**config.mk**
```make
export PLATFORM = sky130hd
export DESIGN_NAME = wavelet_readout_ctrl_flat
export DESIGN_NICKNAME = d
export VERILOG_FILES = /design/src/rtl/wavelet_readout_ctrl_if.sv /design/src/rtl/wavelet_readout_ctrl.sv /design/src/flat_wrapper.sv
export SDC_FILE = /design/constraint.sdc
export NUM_CORES = 1
export LEC_CHECK = 0
export ABC_AREA = 1
export CORE_ASPECT_RATIO = 0.75
export CORE_UTILIZATION = 55
export CTS_CLUSTER_SIZE = 40
export DETAILED_ROUTE_END_ITERATION = 8
export HOLD_SLACK_MARGIN = 0.05
export PLACE_DENSITY = 0.77
export SETUP_SLACK_MARGIN = 0.2
export SYNTH_ARGS = -nofsm -noshare
export SYNTH_HDL_FRONTEND = slang
export SYNTH_SLANG_ARGS = --single-unit
```
**constraint.sdc**
```tcl
create_clock -name clk -period 3.35 [get_ports clk]
set_input_delay 0.67 -clock clk [delete_from_list [all_inputs] [get_ports clk]]
set_output_delay 0.67 -clock clk [all_outputs]
set_load 0.005 [all_outputs]
```
**src/rtl/wavelet_readout_ctrl_if.sv**
```systemverilog
// Output stream bundle of the wavelet readout controller: one coefficient per beat,
// valid/ready handshake, last marks the final word of the frame.
interface wavelet_readout_ctrl_if #(
    parameter int DATA_W = 16
) ();
    logic [DATA_W-1:0] out_data;
    logic              out_valid;
    logic              out_ready;
    logic              out_last;

    modport master (
        output out_data,
        output out_valid,
        output out_last,
        input  out_ready
    );

    modport slave (
        input  out_data,
        input  out_valid,
        input  out_last,
        output out_ready
    );
endinterface

```
**src/rtl/wavelet_readout_ctrl.sv**
```systemverilog
// Reads the frozen coefficient RAM as even/odd word pairs once end_flag rises and
// streams the words in address order through a credit-limited FIFO.
module wavelet_readout_ctrl #(
    parameter int ADDR_W     = 12,
    parameter int DATA_W     = 16,
    parameter int RD_LAT     = 2,
    parameter int FIFO_DEPTH = 8
) (
    input  logic                    clk,
    input  logic                    rst_n,
    input  logic                    end_flag,
    input  logic [DATA_W-1:0]       ram_q_a,
    input  logic [DATA_W-1:0]       ram_q_b,
    output logic [ADDR_W-1:0]       address_a_input,
    output logic [ADDR_W-1:0]       address_b_input,
    output logic                    busy,
    output logic                    done,
    wavelet_readout_ctrl_if.master  stream
);

    localparam int PAIR_W = ADDR_W - 1;
    localparam int PTR_W  = $clog2(FIFO_DEPTH);
    localparam int CNT_W  = $clog2(FIFO_DEPTH + 1);
    localparam int IF_W   = $clog2(RD_LAT + 1);
    localparam int SUM_W  = CNT_W + IF_W + 2;

    localparam logic [1:0] S_IDLE  = 2'd0;
    localparam logic [1:0] S_READ  = 2'd1;
    localparam logic [1:0] S_DRAIN = 2'd2;
    localparam logic [1:0] S_DONE  = 2'd3;

    localparam logic [PAIR_W-1:0] PAIR_MAX  = '1;
    localparam logic [ADDR_W-1:0] WORD_LAST = '1;
    localparam logic [PTR_W-1:0]  PTR_LAST  = PTR_W'(FIFO_DEPTH - 1);
    localparam logic [PTR_W-1:0]  PTR_PAIR  = PTR_W'(FIFO_DEPTH - 2);

    logic [1:0]        r_state;
    logic [PAIR_W-1:0] r_pair;
    logic [RD_LAT-1:0] r_vsr;
    logic [IF_W-1:0]   r_inflight;
    logic [DATA_W-1:0] r_mem [FIFO_DEPTH];
    logic [PTR_W-1:0]  r_wptr;
    logic [PTR_W-1:0]  r_rptr;
    logic [CNT_W-1:0]  r_count;
    logic [ADDR_W-1:0] r_outIdx;
    logic              r_lastPopped;

    logic              w_abort;
    logic              w_credit;
    logic              w_issue;
    logic              w_ret;
    logic              w_valid;
    logic              w_pop;
    logic [PTR_W-1:0]  w_wptrOdd;
    logic [PTR_W-1:0]  w_wptrNext;
    logic [PTR_W-1:0]  w_rptrNext;

    assign w_abort  = ((r_state == S_READ) || (r_state == S_DRAIN)) && !end_flag;
    // Every pair still in the RAM pipeline already owns two FIFO slots.
    assign w_credit = (SUM_W'(r_count) + SUM_W'({r_inflight, 1'b0}) + SUM_W'(2))
                      <= SUM_W'(FIFO_DEPTH);
    assign w_issue  = (r_state == S_READ) && end_flag && w_credit;
    assign w_ret    = r_vsr[RD_LAT-1];
    assign w_valid  = (r_count != '0);
    assign w_pop    = w_valid && stream.out_ready;

    // Pairs are always written together, so the write pointer stays even.
    assign w_wptrOdd  = r_wptr + PTR_W'(1);
    assign w_wptrNext = (r_wptr == PTR_PAIR) ? '0 : r_wptr + PTR_W'(2);
    assign w_rptrNext = (r_rptr == PTR_LAST) ? '0 : r_rptr + PTR_W'(1);

    always_ff @(posedge clk) begin
        if (w_ret) begin
            r_mem[r_wptr]    <= ram_q_a;
            r_mem[w_wptrOdd] <= ram_q_b;
        end
    end

    always_ff @(posedge clk or negedge rst_n) begin
        if (!rst_n) begin
            r_state      <= S_IDLE;
            r_pair       <= '0;
            r_vsr        <= '0;
            r_inflight   <= '0;
            r_wptr       <= '0;
            r_rptr       <= '0;
            r_count      <= '0;
            r_outIdx     <= '0;
            r_lastPopped <= 1'b0;
        end else if (w_abort) begin
            r_state      <= S_IDLE;
            r_pair       <= '0;
            r_vsr        <= '0;
            r_inflight   <= '0;
            r_wptr       <= '0;
            r_rptr       <= '0;
            r_count      <= '0;
            r_outIdx     <= '0;
            r_lastPopped <= 1'b0;
        end else begin
            r_vsr <= (r_vsr << 1) | RD_LAT'(w_issue);

            case ({w_issue, w_ret})
                2'b10:   r_inflight <= r_inflight + IF_W'(1);
                2'b01:   r_inflight <= r_inflight - IF_W'(1);
                default: r_inflight <= r_inflight;
            endcase

            if (w_ret) begin
                r_wptr <= w_wptrNext;
            end
            r_count <= r_count + CNT_W'(w_ret ? 2 : 0) - CNT_W'(w_pop);

            if (w_pop) begin
                r_rptr   <= w_rptrNext;
                r_outIdx <= r_outIdx + ADDR_W'(1);
                if (r_outIdx == WORD_LAST) begin
                    r_lastPopped <= 1'b1;
                end
            end

            if (w_issue) begin
                r_pair <= r_pair + PAIR_W'(1);
            end

            case (r_state)
                S_IDLE: begin
                    if (end_flag) begin
                        r_state      <= S_READ;
                        r_pair       <= '0;
                        r_outIdx     <= '0;
                        r_lastPopped <= 1'b0;
                    end
                end
                S_READ: begin
                    if (w_issue && (r_pair == PAIR_MAX)) begin
                        r_state <= S_DRAIN;
                    end
                end
                S_DRAIN: begin
                    if ((r_inflight == '0) && (r_count == '0) && r_lastPopped) begin
                        r_state <= S_DONE;
                    end
                end
                default: begin
                    if (!end_flag) begin
                        r_state <= S_IDLE;
                    end
                end
            endcase
        end
    end

    assign address_a_input  = (r_state == S_READ) ? {r_pair, 1'b0} : '0;
    assign address_b_input  = (r_state == S_READ) ? {r_pair, 1'b1} : '0;
    assign busy             = (r_state == S_READ) || (r_state == S_DRAIN);
    assign done             = (r_state == S_DONE);
    assign stream.out_valid = w_valid;
    assign stream.out_data  = w_valid ? r_mem[r_rptr] : '0;
    assign stream.out_last  = w_valid && (r_outIdx == WORD_LAST);

endmodule

```
**src/flat_wrapper.sv**
```systemverilog
// flat-port wrapper written by rule: the top's interface ports become plain ports
module wavelet_readout_ctrl_flat 
#(
    parameter int ADDR_W     = 12,
    parameter int DATA_W     = 16,
    parameter int RD_LAT     = 2,
    parameter int FIFO_DEPTH = 8
)
  (clk, rst_n, end_flag, ram_q_a, ram_q_b, address_a_input, address_b_input, busy, done, stream_out_data, stream_out_valid, stream_out_last, stream_out_ready);
  wavelet_readout_ctrl_if #(.DATA_W(DATA_W)) stream_i ();
  input  logic clk;
  input  logic rst_n;
  input  logic end_flag;
  input  logic [DATA_W-1:0] ram_q_a;
  input  logic [DATA_W-1:0] ram_q_b;
  output logic [ADDR_W-1:0] address_a_input;
  output logic [ADDR_W-1:0] address_b_input;
  output logic busy;
  output logic done;
  output wire logic [$bits(stream_i.out_data)-1:0] stream_out_data;
  output wire logic [$bits(stream_i.out_valid)-1:0] stream_out_valid;
  output wire logic [$bits(stream_i.out_last)-1:0] stream_out_last;
  input wire logic [$bits(stream_i.out_ready)-1:0] stream_out_ready;
  assign stream_out_data = stream_i.out_data;
  assign stream_out_valid = stream_i.out_valid;
  assign stream_out_last = stream_i.out_last;
  assign stream_i.out_ready = stream_out_ready;
  wavelet_readout_ctrl #(.ADDR_W(ADDR_W), .DATA_W(DATA_W), .RD_LAT(RD_LAT), .FIFO_DEPTH(FIFO_DEPTH)) u_core (.clk(clk), .rst_n(rst_n), .end_flag(end_flag), .ram_q_a(ram_q_a), .ram_q_b(ram_q_b), .address_a_input(address_a_input), .address_b_input(address_b_input), .busy(busy), .done(done), .stream(stream_i));
endmodule
```
==> impl_table.tex, run 1 <==
\begin{tabular}{lr}
\hline
Metric & Value \\
\hline
\multicolumn{2}{l}{\textbf{Route}} \\
Antenna-violating nets left & 0 \\
1st-pass router iterations & 5 \\
First DRT Iteration DRCs & 618 \\
Post-detailed-routing wire length & 19.1 mm \\
Routed length per placed instance & 16.4 um \\
DR vias & 6,455 \\
Final routed DRC violation total & 0 \\
Vias/cell & 5.55 \\
\multicolumn{2}{l}{\textbf{Timing}} \\
Final critical delay including setup and external delays & 3.11 ns \\
Fmax & 322 MHz \\
Setup total negative slack & 0 ns \\
Total setup violations reported at the end of the flow & 0 \\
Setup WS post-layout & 0.245 ns \\
Pins over their slew limit & 0 \\
Clock Skews & 0.00717 ns \\
Final critical-path share of the clock period & 92.7\% \\
Unrepaired setup endpoints after global routing & no \\
Worst slack on hold paths & 0.361 ns \\
Worst slew margin & 40.6\% \\
Count of endpoints failing hold in the final timing report & 0 \\
Slew at the pin closest to its max-slew limit & 0.891 ns \\
\multicolumn{2}{l}{\textbf{Floorplanning}} \\
Horiz. Die Dim & 145 um \\
I/O pin count & 80 \\
Placeable Area & 14,700 um\^{}2 \\
Full die area & 15,800 um\^{}2 \\
Initial cell density of the core & 57.1\% \\
Cell row count & 38 \\
Die H & 109 um \\
\multicolumn{2}{l}{\textbf{Logic synthesis}} \\
Avg Cell Area, Syn & 9.31 um\^{}2 \\
Post-synthesis sequential element count & 167 \\
Post-synth top area share & 45.8\% \\
Number of cells produced by synthesis & 901 \\
Post-synth top area cell & sky130\_fd\_sc\_hd\_\_edfxtp\_1 \\
Post-Synthesis Cell Area & 8390 um\^{}2 \\
Cell types occupying the most area after synthesis & sky130\_fd\_sc\_hd\_\_edfxtp\_1 46\%, sky130\_fd\_sc\_hd\_\_dfrtp\_1 12\%, sky130\_fd\_sc\_hd\_\_o21ai\_0 9.5\% \\
Post-synthesis sequential area ratio & 57.4\% \\
Count of unique library cells instantiated by Yosys & 35 \\
Yosys synthesis warning count & 0 \\
Post-Syn Nets & 960 \\
\multicolumn{2}{l}{\textbf{Power}} \\
Leak pwr & 4.07 nW \\
Areal power density over the cells & 797 nW/um\^{}2 \\
Worst voltage drop across the vdd grid & 0.000453 V \\
\multicolumn{2}{l}{\textbf{Placed design}} \\
Cell Count Post-Placement & 1,128 \\
Worst setup slack before clock tree synthesis & 0.594 ns \\
Number of port buffers & 78 \\
Final Wtd Congestion & 0.814 \\
HPWL reported at the end of detailed placement & 11.8 mm \\
\multicolumn{2}{l}{\textbf{Final layout}} \\
N\_diodes & 0 \\
Share of cells above drive strength 1 & 8.51\% \\
Leading cell type in the layout, fill and taps excluded & sky130\_fd\_sc\_hd\_\_o21ai\_0 \\
Fillers & 1,117 \\
Layout Utilization & 67.4\% \\
Signed area change from the synthesized netlist to the final layout & 18.0\% \\
Post-route non-filler standard cell count & 1,164 \\
Nets & 1,010 \\
Sequential cell area in the final layout & 4820 um\^{}2 \\
Top library cells by usage in the layout, fill and taps aside & 160 x sky130\_fd\_sc\_hd\_\_o21ai\_0, 153 x sky130\_fd\_sc\_hd\_\_nand2\_1, 137 x sky130\_fd\_sc\_hd\_\_nor2\_1 \\
Area of the multi-input gates & 2950 um\^{}2 \\
\multicolumn{2}{l}{\textbf{Worst setup path}} \\
CP Data Required Time & 2.68 ns \\
Crit Path Category & register to primary output \\
Biggest cell delay along the critical path & 0.54 ns \\
Largest fanout of any net on the critical path & 33 \\
Setup crit start kind & register \\
Critical Path End Type & primary output \\
WP buf/inv & 2 \\
Top cell by count, worst path & sky130\_fd\_sc\_hd\_\_o21ai\_0 \\
Series of cell instances along the critical path & buf\_6, o21ai\_0, o22ai\_1, o21ai\_0, a31oi\_1, clkdlybuf4s50\_1 \\
Logic depth of the worst setup path including buffers & 6 \\
Worst reg-to-reg path cell count & 10 \\
Worst path arrival time & 2.44 ns \\
Cell with the largest stage delay on the worst path & sky130\_fd\_sc\_hd\_\_clkdlybuf4s50\_1 \\
CP delay by family, top & buffers and inverters \\
\multicolumn{2}{l}{\textbf{Clock tree}} \\
Sinks on Clock Net & 167 \\
Skew-Pair Late Insertion Delay & 0.43 ns \\
Cell at the root of the clock tree & sky130\_fd\_sc\_hd\_\_clkbuf\_16 \\
CTS buffer count & 17 \\
Clock tree from TritonCTS & done \\
H-tree depth & 4 \\
Clock transition at the register clock pins on the worst setup and hold paths after CTS & 0.07 ns \\
Number of buffers on the longest clock path & 2 \\
\multicolumn{2}{l}{\textbf{Global route}} \\
Largest net degree at the start of global routing & 45 \\
Via count of the first global-routing pass & 5,987 \\
GRT Total Usage & 25.7\% \\
GRT Residual Overflow & 0 \\
Number of antenna violations at the first check in global routing & 0 \\
Wire length of the first global-routing pass & 30.3 mm \\
\multicolumn{2}{l}{\textbf{Run status}} \\
Outcome & finished, final reports clean \\
\multicolumn{2}{l}{\textbf{Run}} \\
Number of max-cap violations & 0 \\
\multicolumn{2}{l}{\textbf{Hold path}} \\
Worst min-delay path category & primary input to asynchronous set/reset pin \\
\hline
\end{tabular}
[final cells by class]
class                   count  share of cell area [%]
multi-input cells         584                    29.8
inverters                  78                    3.03
clock inverters            14                    1.64
repair buffers            103                    9.96
clock buffers              18                    4.33
well taps                 200                    2.53
flip-flops and latches    167                    48.7
[Yosys cell counts (all sizes together)]
master / number
o21ai: 160
nand2: 159
nor2: 143
edfxtp: 128
inv: 77
clkbuf: 46
dfrtp: 39
buf: 26
nand3: 23
ha: 21
a31oi: 17
o22ai: 16
a21oi: 14
xor2: 11
nand4: 6
xnor2: 3
fa: 2
nor3: 2
a211oi: 1
clkinv: 1
conb: 1
nand3b: 1
nor4: 1
o211a: 1
o211ai: 1
o21a: 1
[timing repair]
item,CTS,global route
setup buffers,0,4
hold buffers,0,0
setup endpoints to repair,10,13
gates resized for setup,2,5
[kinds of logic after synthesis]
logic type,count (synthesis),share of synthesized area (%)
other,1,0.0447
buffers and inverters,150,7.53
AOI/OAI and AO/OA,211,13.3
and+or+nand+nor,335,16.6
adders and majority gates,23,3.61
xor gates and xnor gates,14,1.46
DFF,167,57.4
[where the power goes]
group	internal (mW)	switching (mW)
logic	1.34	1.90
clock network	1.12	0.852
registers	2.50	0.182
total	4.96	2.93
[state kept, by name (all words and copies together) (netlist names), 2 cells and up]
| name | cells |
|---|---|
| u_core.r_state | 2 |
| u_core.r_mem | 128 |
| u_core.r_vsr | 2 |
| u_core.r_count | 4 |
| u_core.r_pair | 11 |
| u_core.r_inflight | 2 |
| u_core.r_outIdx | 12 |
| u_core.r_rptr | 3 |
| u_core.r_wptr | 2 |
[per-stage QoR]
| stage | power [mW] | cell area (um^2) |
|---|---|---|
| final | 7.89 | 9900 |
| after global routing | 8.40 | 9900 |
| after CTS | 7.84 | 9850 |
| after detailed placement | 5.83 | 9250 |
| after global placement | 5.76 | 9250 |
| after floorplan | 4.67 | 8390 |
[worst paths after layout]
path                                            from  slack (ns)              endpoint
worst max-delay path                u_core.r_rptr[1]        0.24    stream_out_data[2]
worst min-delay path                           rst_n        0.36      u_core.r_pair[5]
worst max register to register  u_core.r_inflight[0]        0.62  u_core.r_inflight[1]
worst min register to register    u_core.r_outIdx[4]        0.46    u_core.r_outIdx[4]
max in group asynchronous                      rst_n        2.36      u_core.r_rptr[0]
min in group clk                  u_core.r_outIdx[4]        0.46    u_core.r_outIdx[4]
[layer usage]
layer  vias up  part of all wire [%]  wire, um  GRT usage, %
met3        26                   9.0      1730          5.31
li1       3118                     -         -             -
met2       331                    46      8850          40.1
met1      2980                    43      8280          36.2
met5         -                     0         0             0
met4         0                   1.3       255          8.50
Note: power is estimated with default switching activity, not from simulation.
==> run 2: changes to the inputs <==
==> constraint.sdc (replaced) <==
create_clock -name clk -period 3.8 [get_ports clk]
set_input_delay 0.76 -clock clk [delete_from_list [all_inputs] [get_ports clk]]
set_output_delay 0.76 -clock clk [all_outputs]
set_load 0.005 [all_outputs]
==> run 2 against run 1 <==
Against the previous run: clock skew up 0.0020 ns; wire length shrank 2.0%; cell area fell by 0.42%; core utilization shrank 0.28 points; combinational power down 14%; critical endpoint is now stream_out_data[5]; largest power group unchanged.
==> impl_table.tex, run 2 (same netlist as run 1, synthesis figures left out) <==
\begin{tabular}{lr}
\hline
Metric & Value \\
\hline
\multicolumn{2}{l}{\textbf{Final layout}} \\
Biggest register & u\_core.r\_mem \\
Signed area change from the synthesized netlist to the final layout & 17.5\% \\
Leading cell type in the layout, fill and taps excluded & sky130\_fd\_sc\_hd\_\_o21ai\_0 \\
Top library cells by usage in the layout, fill and taps aside & 160 x sky130\_fd\_sc\_hd\_\_o21ai\_0, 153 x sky130\_fd\_sc\_hd\_\_nand2\_1, 137 x sky130\_fd\_sc\_hd\_\_nor2\_1 \\
Share of cells above drive strength 1 & 7.43\% (-1.1 points) \\
Max reg flops & 128 (unchanged) \\
Final design area excluding fillers & 9860 um\^{}2 (-0.42\%) \\
Post-route non-filler standard cell count & 1,155 (-0.77\%) \\
Top flop regs & u\_core.r\_mem: 128 flops, u\_core.r\_outIdx: 12 flops, u\_core.r\_pair: 11 flops \\
Nets & 1,001 (-0.89\%) \\
N\_diodes & 0 (unchanged) \\
Layout Utilization & 67.1\% (-0.28 points) \\
\multicolumn{2}{l}{\textbf{Run status}} \\
Outcome & finished, final reports clean \\
\multicolumn{2}{l}{\textbf{Floorplanning}} \\
Die H & 109 um (unchanged) \\
Full die area & 15,800 um\^{}2 (unchanged) \\
I/O pin count & 80 (unchanged) \\
Horiz. Die Dim & 145 um (unchanged) \\
Placeable Area & 14,700 um\^{}2 (unchanged) \\
Initial cell density of the core & 57.1\% (unchanged) \\
Cell row count & 38 (unchanged) \\
\multicolumn{2}{l}{\textbf{Worst setup path}} \\
Top cell by count, worst path & sky130\_fd\_sc\_hd\_\_o21ai\_0 \\
Cell with the largest stage delay on the worst path & sky130\_fd\_sc\_hd\_\_clkdlybuf4s50\_1 \\
Reg2reg start & u\_core.r\_inflight[0] \\
Crit Path Category & register to primary output \\
CP Data Required Time & 3.04 ns (+0.36 ns) \\
Series of cell instances along the critical path & inv\_1, clkbuf\_8, o21ai\_0, o22ai\_1, o21ai\_0, a31oi\_1, clkdlybuf4s50\_1 \\
Worst path arrival time & 2.69 ns (+0.25 ns) \\
Critical Path End Type & primary output \\
Setup crit start kind & register \\
Largest fanout of any net on the critical path & 65 (+97\%) \\
Start point of the critical path & u\_core.r\_rptr[0] \\
Biggest cell delay along the critical path & 0.56 ns (+0.02 ns) \\
\multicolumn{2}{l}{\textbf{Global route}} \\
Largest net degree at the start of global routing & 66 (+47\%) \\
Via count of the first global-routing pass & 5,872 (-1.9\%) \\
Number of antenna violations at the first check in global routing & 0 (unchanged) \\
GRT Total Usage & 25.8\% (+0.078 points) \\
GRT Residual Overflow & 0 (unchanged) \\
Wire length of the first global-routing pass & 30.5 mm (+0.89\%) \\
\multicolumn{2}{l}{\textbf{Clock tree}} \\
Sinks on Clock Net & 167 (unchanged) \\
Clock transition at the register clock pins on the worst setup and hold paths after CTS & 0.07 ns (about the same) \\
Number of buffers inserted by hold repair at cts & 0 (unchanged) \\
Number of buffers on the longest clock path & 2 (unchanged) \\
CTS buffer count & 17 (unchanged) \\
Cell at the root of the clock tree & sky130\_fd\_sc\_hd\_\_clkbuf\_16 \\
Clock tree from TritonCTS & done \\
Skew-Pair Late Insertion Delay & 0.42 ns (about the same) \\
H-tree depth & 4 (unchanged) \\
\multicolumn{2}{l}{\textbf{Timing}} \\
Unrepaired setup endpoints after global routing & no \\
Slew at the pin closest to its max-slew limit & 0.999 ns (+0.108 ns) \\
Setup total negative slack & 0 ns (unchanged) \\
Worst slew margin & 33.3\% (-7.3 points) \\
Worst slack on hold paths & 0.459 ns (+0.0979 ns) \\
Final critical-path share of the clock period & 90.7\% \\
Pins over their slew limit & 0 (unchanged) \\
Setup WS post-layout & 0.352 ns (+0.107 ns) \\
Count of endpoints failing hold in the final timing report & 0 (unchanged) \\
Final critical delay including setup and external delays & 3.45 ns \\
Clock Skews & 0.00921 ns (+0.00204 ns) \\
Fmax & 290 MHz \\
Total setup violations reported at the end of the flow & 0 (unchanged) \\
\multicolumn{2}{l}{\textbf{Power}} \\
Worst voltage drop across the vdd grid & 0.000455 V (+0.43\%) \\
Total power & 7.02 mW (-11\%) \\
Leak pwr & 4.04 nW (-0.56\%) \\
Areal power density over the cells & 712 nW/um\^{}2 (-11\%) \\
\multicolumn{2}{l}{\textbf{Route}} \\
Post-detailed-routing wire length & 18.7 mm (-2.0\%) \\
Vias/cell & 5.57 (+0.42\%) \\
DR vias & 6,432 (-0.36\%) \\
Routed length per placed instance & 16.2 um (-1.3\%) \\
Antenna-violating nets left & 0 (unchanged) \\
1st-pass router iterations & 7 (+2) \\
Final routed DRC violation total & 0 (unchanged) \\
First DRT Iteration DRCs & 709 (+15\%) \\
\multicolumn{2}{l}{\textbf{Placed design}} \\
Instance area after placement & 9210 um\^{}2 (-0.41\%) \\
Cell Count Post-Placement & 1,123 (-0.44\%) \\
Final Wtd Congestion & 0.868 (+6.6\%) \\
Worst setup slack before clock tree synthesis & 0.676 ns (+0.0829 ns) \\
Number of port buffers & 78 (unchanged) \\
HPWL reported at the end of detailed placement & 11.5 mm (-1.9\%) \\
\multicolumn{2}{l}{\textbf{Hold path}} \\
Worst min-delay path category & primary input to asynchronous set/reset pin \\
\multicolumn{2}{l}{\textbf{Run}} \\
Number of max-cap violations & 0 (unchanged) \\
\hline
\end{tabular}
run 2: path summary, 6_finish.rpt:
check / end / slack [ns] / cells past startpoint
worst max-delay path: stream_out_data[5] / 0.35 / 7
worst min-delay path: u_core.r_pair[3] / 0.46 / 1
worst max register to register: u_core.r_inflight[1] / 1.00 / 10
worst min register to register: u_core.r_vsr[1] / 0.47 / 2
max in group asynchronous: u_core.r_rptr[0] / 2.71 / 1
min in group clk: u_core.r_vsr[1] / 0.47 / 2
run 2: report_power, final:
part	internal, mW	leakage [nW]	switching [mW]
sequential	2.20	1.67	0.184
clock	1.12	0.305	0.743
combinational	1.14	2.07	1.63
total	4.46	4.04	2.56
run 2: final cells by class:
cell class / count / area [um^2]
fill: 1063 / 4830
tap: 200 / 250
sequential: 167 / 4820
timing repair buffer: 94 / 915
clock inverter: 14 / 208
clock buffer: 18 / 429
inverter: 78 / 293
multi-input combinational: 584 / 2940
run 2: critical path, delay by kind of cell, from the launching register on:
kind,cells,cell delay (ns)
AO/OA/AOI/OAI,4,0.65
flip-flops,1,0.55
buffers and inverters,3,1.03
run 2: per-layer routing:
metal  track usage [%]  vias up  part of all wire (%)
met1              38.2     2972                    44
met3              5.36       15                   9.9
met5                 0        -                     0
met4              6.54        0                  0.70
li1                  -     3093                     -
met2              38.9      352                    45
run 2: timing repair:
item,4_1_cts,5_1_grt
gates cloned,0,0
buffers inserted,0,0
endpoints found under the setup margin,1,14
resized for setup,1,2
hold endpoints to repair,0,0
